<file path="src/rtl/joy_dir_filter.sv">
`default_nettype none
// ============================================================================
//  Module   : joy_dir_filter
//  Purpose  : N-player joystick direction/fire conditioner. Each player gets
//             a 2-flop synchroniser, a ce-ticked debouncer, SOCD cleanup and
//             a mode-selected restrictor (raw / 4-way last-pressed /
//             4-way first-held / 8-way).
//  Options  : JOY_AUTOFIRE_EN - per-player autofire on the fire output.
//  Revision : 1.0 - initial release
// ============================================================================
module joy_dir_filter #(
  parameter int NUM_PLAYERS    = 2,
  parameter int DEBOUNCE_TICKS = 3,
  parameter int AF_HALF_PERIOD = 4
) (
  input  logic                     clk,
  input  logic                     reset,
  input  logic                     ce,
  input  logic [1:0]               mode,
  input  logic [4*NUM_PLAYERS-1:0] dir_in,
  input  logic [NUM_PLAYERS-1:0]   fire_in,
  input  logic [NUM_PLAYERS-1:0]   af_en,
  output logic [4*NUM_PLAYERS-1:0] dir_out,
  output logic [NUM_PLAYERS-1:0]   fire_out
);

  localparam logic [1:0] C_MODE_RAW   = 2'b00;
  localparam logic [1:0] C_MODE_LAST  = 2'b01;
  localparam logic [1:0] C_MODE_FIRST = 2'b10;
  localparam logic [1:0] C_MODE_WAY8  = 2'b11;

  // Debounce counter only ever holds 0..DEBOUNCE_TICKS-1.
  localparam int CNT_W = (DEBOUNCE_TICKS < 2) ? 1 : $clog2(DEBOUNCE_TICKS + 1);
  localparam logic [CNT_W-1:0] C_DEB_LAST =
      CNT_W'((DEBOUNCE_TICKS > 0) ? DEBOUNCE_TICKS - 1 : 0);

`ifdef JOY_AUTOFIRE_EN
  localparam int AF_CNT_W = (AF_HALF_PERIOD < 2) ? 1 : $clog2(AF_HALF_PERIOD);
  localparam logic [AF_CNT_W-1:0] C_AF_LAST = AF_CNT_W'(AF_HALF_PERIOD - 1);
`else
  logic unused_af;
  assign unused_af = &{1'b0, af_en, AF_HALF_PERIOD[0]};
`endif

  // Up has the highest priority, right the lowest.
  function automatic logic [3:0] prio1h(input logic [3:0] v);
    logic [3:0] r;
    r = 4'b0000;
    if (v[3])      r = 4'b1000;
    else if (v[2]) r = 4'b0100;
    else if (v[1]) r = 4'b0010;
    else if (v[0]) r = 4'b0001;
    return r;
  endfunction

  logic [1:0] mode_q, mode_d;
  logic       mode_chg;

  // Previous mode, used to detect a mode switch shared by all players.
  always_comb begin
    mode_d   = mode;
    mode_chg = (mode != mode_q);
  end

  // Mode history register.
  always_ff @(posedge clk or posedge reset) begin
    if (reset) mode_q <= C_MODE_RAW;
    else       mode_q <= mode_d;
  end

  for (genvar p = 0; p < NUM_PLAYERS; p++) begin : g_player
    logic [4:0]            raw;
    logic [4:0]            sync1_q, sync1_d, sync2_q, sync2_d;
    logic [4:0]            stable_q, stable_d;
    logic [4:0][CNT_W-1:0] cnt_q, cnt_d;
    logic [3:0]            held, rising;
    logic [3:0]            held_prev_q, held_prev_d;
    logic [3:0]            mask_q, mask_d;
    logic [3:0]            dir_q, dir_d;
    logic                  fire_q, fire_d;

    assign raw = {fire_in[p], dir_in[4*p +: 4]};

    // Synchroniser shift and per-bit debounce toward the synced value.
    always_comb begin
      sync1_d  = raw;
      sync2_d  = sync1_q;
      stable_d = stable_q;
      cnt_d    = cnt_q;
      for (int b = 0; b < 5; b++) begin
        if (DEBOUNCE_TICKS == 0) begin
          stable_d[b] = sync2_q[b];
        end else if (sync2_q[b] == stable_q[b]) begin
          cnt_d[b] = '0;
        end else if (ce) begin
          if (cnt_q[b] == C_DEB_LAST) begin
            stable_d[b] = sync2_q[b];
            cnt_d[b]    = '0;
          end else begin
            cnt_d[b] = cnt_q[b] + CNT_W'(1);
          end
        end
      end
    end

    // SOCD cleanup, restrictor mask selection and direction output.
    always_comb begin
      held = stable_q[3:0];
      if (held[3] && held[2]) held[3:2] = 2'b00;
      if (held[1] && held[0]) held[1:0] = 2'b00;
      rising      = held & ~held_prev_q;
      held_prev_d = held;
      mask_d      = '0;
      dir_d       = '0;
      if (!mode_chg) begin
        case (mode)
          C_MODE_RAW:  dir_d = stable_q[3:0];
          C_MODE_WAY8: dir_d = held;
          C_MODE_LAST, C_MODE_FIRST: begin
            mask_d = mask_q;
            if (mode == C_MODE_LAST && rising != 4'b0000)
              mask_d = prio1h(rising);
            else if ((held & mask_q) == 4'b0000)
              mask_d = prio1h(held);
            dir_d = held & mask_d;
          end
          default: dir_d = '0;
        endcase
      end
    end

`ifdef JOY_AUTOFIRE_EN
    logic [AF_CNT_W-1:0] af_cnt_q, af_cnt_d;
    logic                af_phase_q, af_phase_d;

    // Autofire: output high for the first half-period of a hold, then toggles.
    always_comb begin
      af_cnt_d   = af_cnt_q;
      af_phase_d = af_phase_q;
      fire_d     = stable_q[4];
      if (af_en[p] && stable_q[4]) begin
        fire_d = ~af_phase_q;
        if (ce) begin
          if (af_cnt_q == C_AF_LAST) begin
            af_cnt_d   = '0;
            af_phase_d = ~af_phase_q;
          end else begin
            af_cnt_d = af_cnt_q + AF_CNT_W'(1);
          end
        end
      end else begin
        af_cnt_d   = '0;
        af_phase_d = 1'b0;
      end
    end

    // Autofire counter and phase registers.
    always_ff @(posedge clk or posedge reset) begin
      if (reset) begin
        af_cnt_q   <= '0;
        af_phase_q <= 1'b0;
      end else begin
        af_cnt_q   <= af_cnt_d;
        af_phase_q <= af_phase_d;
      end
    end
`else
    // Fire follows the debounced button.
    always_comb begin
      fire_d = stable_q[4];
    end
`endif

    // Per-player pipeline registers.
    always_ff @(posedge clk or posedge reset) begin
      if (reset) begin
        sync1_q     <= '0;
        sync2_q     <= '0;
        stable_q    <= '0;
        cnt_q       <= '0;
        held_prev_q <= '0;
        mask_q      <= '0;
        dir_q       <= '0;
        fire_q      <= 1'b0;
      end else begin
        sync1_q     <= sync1_d;
        sync2_q     <= sync2_d;
        stable_q    <= stable_d;
        cnt_q       <= cnt_d;
        held_prev_q <= held_prev_d;
        mask_q      <= mask_d;
        dir_q       <= dir_d;
        fire_q      <= fire_d;
      end
    end

    assign dir_out[4*p +: 4] = dir_q;
    assign fire_out[p]       = fire_q;
  end

endmodule
`default_nettype wire

</file>
<file path="config.mk">
export PLATFORM = sky130hd
export DESIGN_NAME = joy_dir_filter
export DESIGN_NICKNAME = d
export VERILOG_FILES = /design/src/rtl/joy_dir_filter.sv
export SDC_FILE = /design/constraint.sdc
export NUM_CORES = 1
export LEC_CHECK = 0
export BUFFER_PORTS_ARGS = -buffer_cell sky130_fd_sc_hd__buf_2
export CORE_ASPECT_RATIO = 0.6
export CORE_MARGIN = 2
export CORE_UTILIZATION = 45
export CTS_CLUSTER_DIAMETER = 120
export CTS_CLUSTER_SIZE = 25
export DETAILED_ROUTE_END_ITERATION = 10
export GPL_ROUTABILITY_DRIVEN = 0
export PLACE_DENSITY = 0.64
export SLEW_MARGIN = 0
export SYNTH_ARGS = -nofsm -noshare
export SYNTH_HDL_FRONTEND = slang
export SYNTH_SLANG_ARGS = --single-unit
</file>
<file path="constraint.sdc">
create_clock -name clk -period 2.5 [get_ports clk]
set_input_delay 0.125 -clock clk [delete_from_list [all_inputs] [get_ports clk]]
set_output_delay 0.125 -clock clk [all_outputs]
set_load 0.1 [all_outputs]
</file>
==> reports/qor.txt <==
Outcome: complete, no violations
Antenna violations before repair: 0
# fillers: 650
Largest net degree at the start of global routing: 45
Fin. max-slew vios: 0
Pwr Density: 1130 mW/mm^2
Slew headroom: 43.7%
Layout Nets: 369
Fraction of layout cells with a size suffix above 1: 17.5%
Req. time, crit path: 2770 ps
Clock Latency Late Sink: 330 ps
Area taken by multi-input logic gates: 0.00134 sq mm
Register area: 0.00195 sq mm
Worst hold endpoint: g_player[0].cnt_q[3]$_DFFE_PP0P_
Fin crit share: 82.0%
Routed WL: 6210 um
Leading area contributor after synthesis: dfrtp_1
Vias in the first global route: 2,234
Final Hold Viols: 0
Main synth FF type: dfrtp_1
Sequential share of the synthesized area: 56.8%
Worst path slowest cell: dlygate4sd3_1
Total track usage: 17.0%
Slew @ Worst Pin: 843 ps
HP Start: ce
Synth Instances: 315
Vias/cell: 5.19
Fmax: 0.488 GHz
Die ar.: 0.00837 sq mm
Setup_tns: 0 ps
Max IR drop VDD: 608 uV
Max cap viols: 0
RSZ-0062 raised after global routing: no
First-pass GRT wire length: 10,800 um
Net count after synthesis: 335
Most common cell after layout, fill and taps aside: dfrtp_1
Register bit count reported by yosys: 78
CTS Root Cell: clkbuf_16
Clk sink count: 78
R2R Path End: g_player[1].dir_q[1]$_DFF_PP0_
Final HPWL DP: 4200 um
# port buffers: 24
Overall power: 4.61 mW
Min Tclk post-route: 2050 ps
Rows: 24
H-Tree Depth: 3
Post-synth ARST share: 100%
Delay-heaviest family, CP: buffers and inverters
R2R cell count: 5
Starting density of the core: 46.9%
Post-Syn Area: 0.00344 sq mm
Max incr delay on CP: 530 ps
Via count: 2,377
Most frequent cells in the layout: 78 x dfrtp_1, 31 x nor2_1, 24 x nand2_1, 24 x buf_2, 23 x a21oi_1
Netlist cell types: 53
TritonCTS buffer count: 9
Diode count: 0
Synth Warn #: 0
First-iteration detailed-routing DRC count: 247
Post_cts resized: 0
Crit path arrival time: 2320 ps
Die span in y: 71.7 um
Die width: 117 um
CP Class: input port to register
CTS Buffer Depth: 2
Crit end category: register
Wirelength per Cell: 13.6 um
Worst Path Buf+Inv: 4
Residual DRC: 0
First-pass detailed-route iteration total: 5
CP dominant cell by count: inv_1
CP max FO: 9
Hold Path Depth: 3
Final setup fails: 0
Setup crit start kind: input port
Area Growth Syn to Fin: 18.4%
HP Class: input port to register
Core ar.: 0.00733 sq mm
Worst r2r src: g_player[1].stable_q[3]$_DFFE_PP0P_
R2r setup slk: 620 ps
Leak: 1.81 nW
CP cell instances: dlygate4sd3_1 > buf_2 > inv_1 > ha_1 > inv_1 > or3_1 > o31a_1 > a221oi_2 > and2_1
DRT antenna net count: 0
Syn Area/Cell: 10.9 sq um
Clock skew: 5.68 ps
Reg clk slew, reported paths: 50 ps
Synth top area share: 56.8%
CTS tree: done
Top cells by area, synth: dfrtp_1 57%, nor2_1 3.4%, a21oi_1 3.4%
Post-synth EDFFs: 0
# IOs: 27
Grt ovf: 0
-- tightest hold or removal path, delay by kind of cell --
kind | cells | cell delay (ps)
buffers and inverters | 1 | 240
AND/OR/NAND/NOR | 1 | 140
AO/OA/AOI/OAI | 1 | 60
-- report_power, final --
group          switching, mW  leakage, nW  internal [mW]  total [mW]
combinational          0.785        0.663          0.529        1.31
sequential             0.330        0.998           1.58        1.91
clock                  0.482        0.150          0.902        1.38
total                   1.60         1.81           3.01        4.61
-- cell type report --
type / count / area share, %
multi-input combinational: 207 / 32.9
tap: 104 / 3.20
timing repair buffer: 38 / 6.65
clock buffer: 13 / 6.15
inverter: 15 / 1.42
clock inverter: 3 / 1.66
sequential: 78 / 48.0
-- worst max-delay path by stage --
| stage | end | cells after the start | from |
|---|---|---|---|
| after floorplan | g_player[0].cnt_q[0]$_DFFE_PP0P_ | 1 | reset |
| after global routing | g_player[0].dir_q[3]$_DFF_PP0_ | 9 | mode[1] |
| after detailed placement | g_player[1].dir_q[1]$_DFF_PP0_ | 5 | g_player[1].stable_q[3]$_DFFE_PP0P_ |
| after CTS | g_player[0].dir_q[3]$_DFF_PP0_ | 9 | mode[1] |
| final | g_player[0].mask_q[3]$_DFF_PP0_ | 9 | mode[1] |
| after global placement | g_player[1].dir_q[1]$_DFF_PP0_ | 5 | g_player[1].stable_q[3]$_DFFE_PP0P_ |
-- synth_stat cells (all sizes together) (2+ instances only) --
cell type / instances
ha: 3
a21oi: 23
buf: 8
nand3: 3
clkbuf: 7
a221oi: 5
o21a: 2
mux2: 10
a22o: 2
nor2b: 7
o21ai: 12
dfrtp: 78
o22ai: 2
inv: 15
nand2b: 5
and3: 2
a211oi: 5
nor2: 31
o31ai: 2
o31a: 3
nor3b: 4
nand2: 24
xnor2: 12
nor3: 14
o211ai: 2
nand3b: 14
and2: 4
o32ai: 2
-- registers in the layout, indices dropped and copies added (netlist names) --
register,flops
g_player.sync2_q,10
g_player.cnt_q,20
g_player.stable_q,10
g_player.mask_q,8
g_player.held_prev_q,8
g_player.sync1_q,10
mode_q,2
g_player.dir_q,8
g_player.fire_q,2
-- routing by layer --
metal | wire [um] | track usage [%] | up-vias
li1 | - | - | 1162
met4 | 82 | 5.49 | 0
met2 | 2510 | 22.4 | 54
met5 | 0 | 0 | -
met3 | 338 | 6.18 | 7
met1 | 3280 | 25.8 | 1154
-- repair_timing --
item                      4_1_cts  5_1_grt
hold endpoints to repair       46        0
hold buffers                   13        0
setup buffers                   0        0
-- cells by family after synthesis --
kind of cell             after synthesis  synth area share [%]
AO/OA/AOI/OAI                         69                  14.3
XOR/XNOR                              12                  3.06
adder cells (fa/ha/maj)                3                  1.09
buffers and inverters                 30                  4.22
flip-flops                            78                  56.8
multiplexers                          10                  3.28
AND/OR/NAND/NOR                      113                  17.2
-- per-stage QoR --
stage / instances / worst slack, ps / area [sq um] / util (%) / hold WS (ps)
3_5_place_dp: 429 / 634 / 3620 / 49.4 / 221
4_1_cts: 458 / 457 / 4070 / 55.5 / 250
2_1_floorplan: 315 / 380 / 3440 / - / 156
3_3_place_gp: 429 / 650 / 3620 / 49.4 / 216
5_1_grt: 458 / 297 / 4070 / 55.5 / 284
6_report: 458 / 450 / 4070 / 55.5 / 267
No activity file was read; power rests on OpenSTA's default activity.
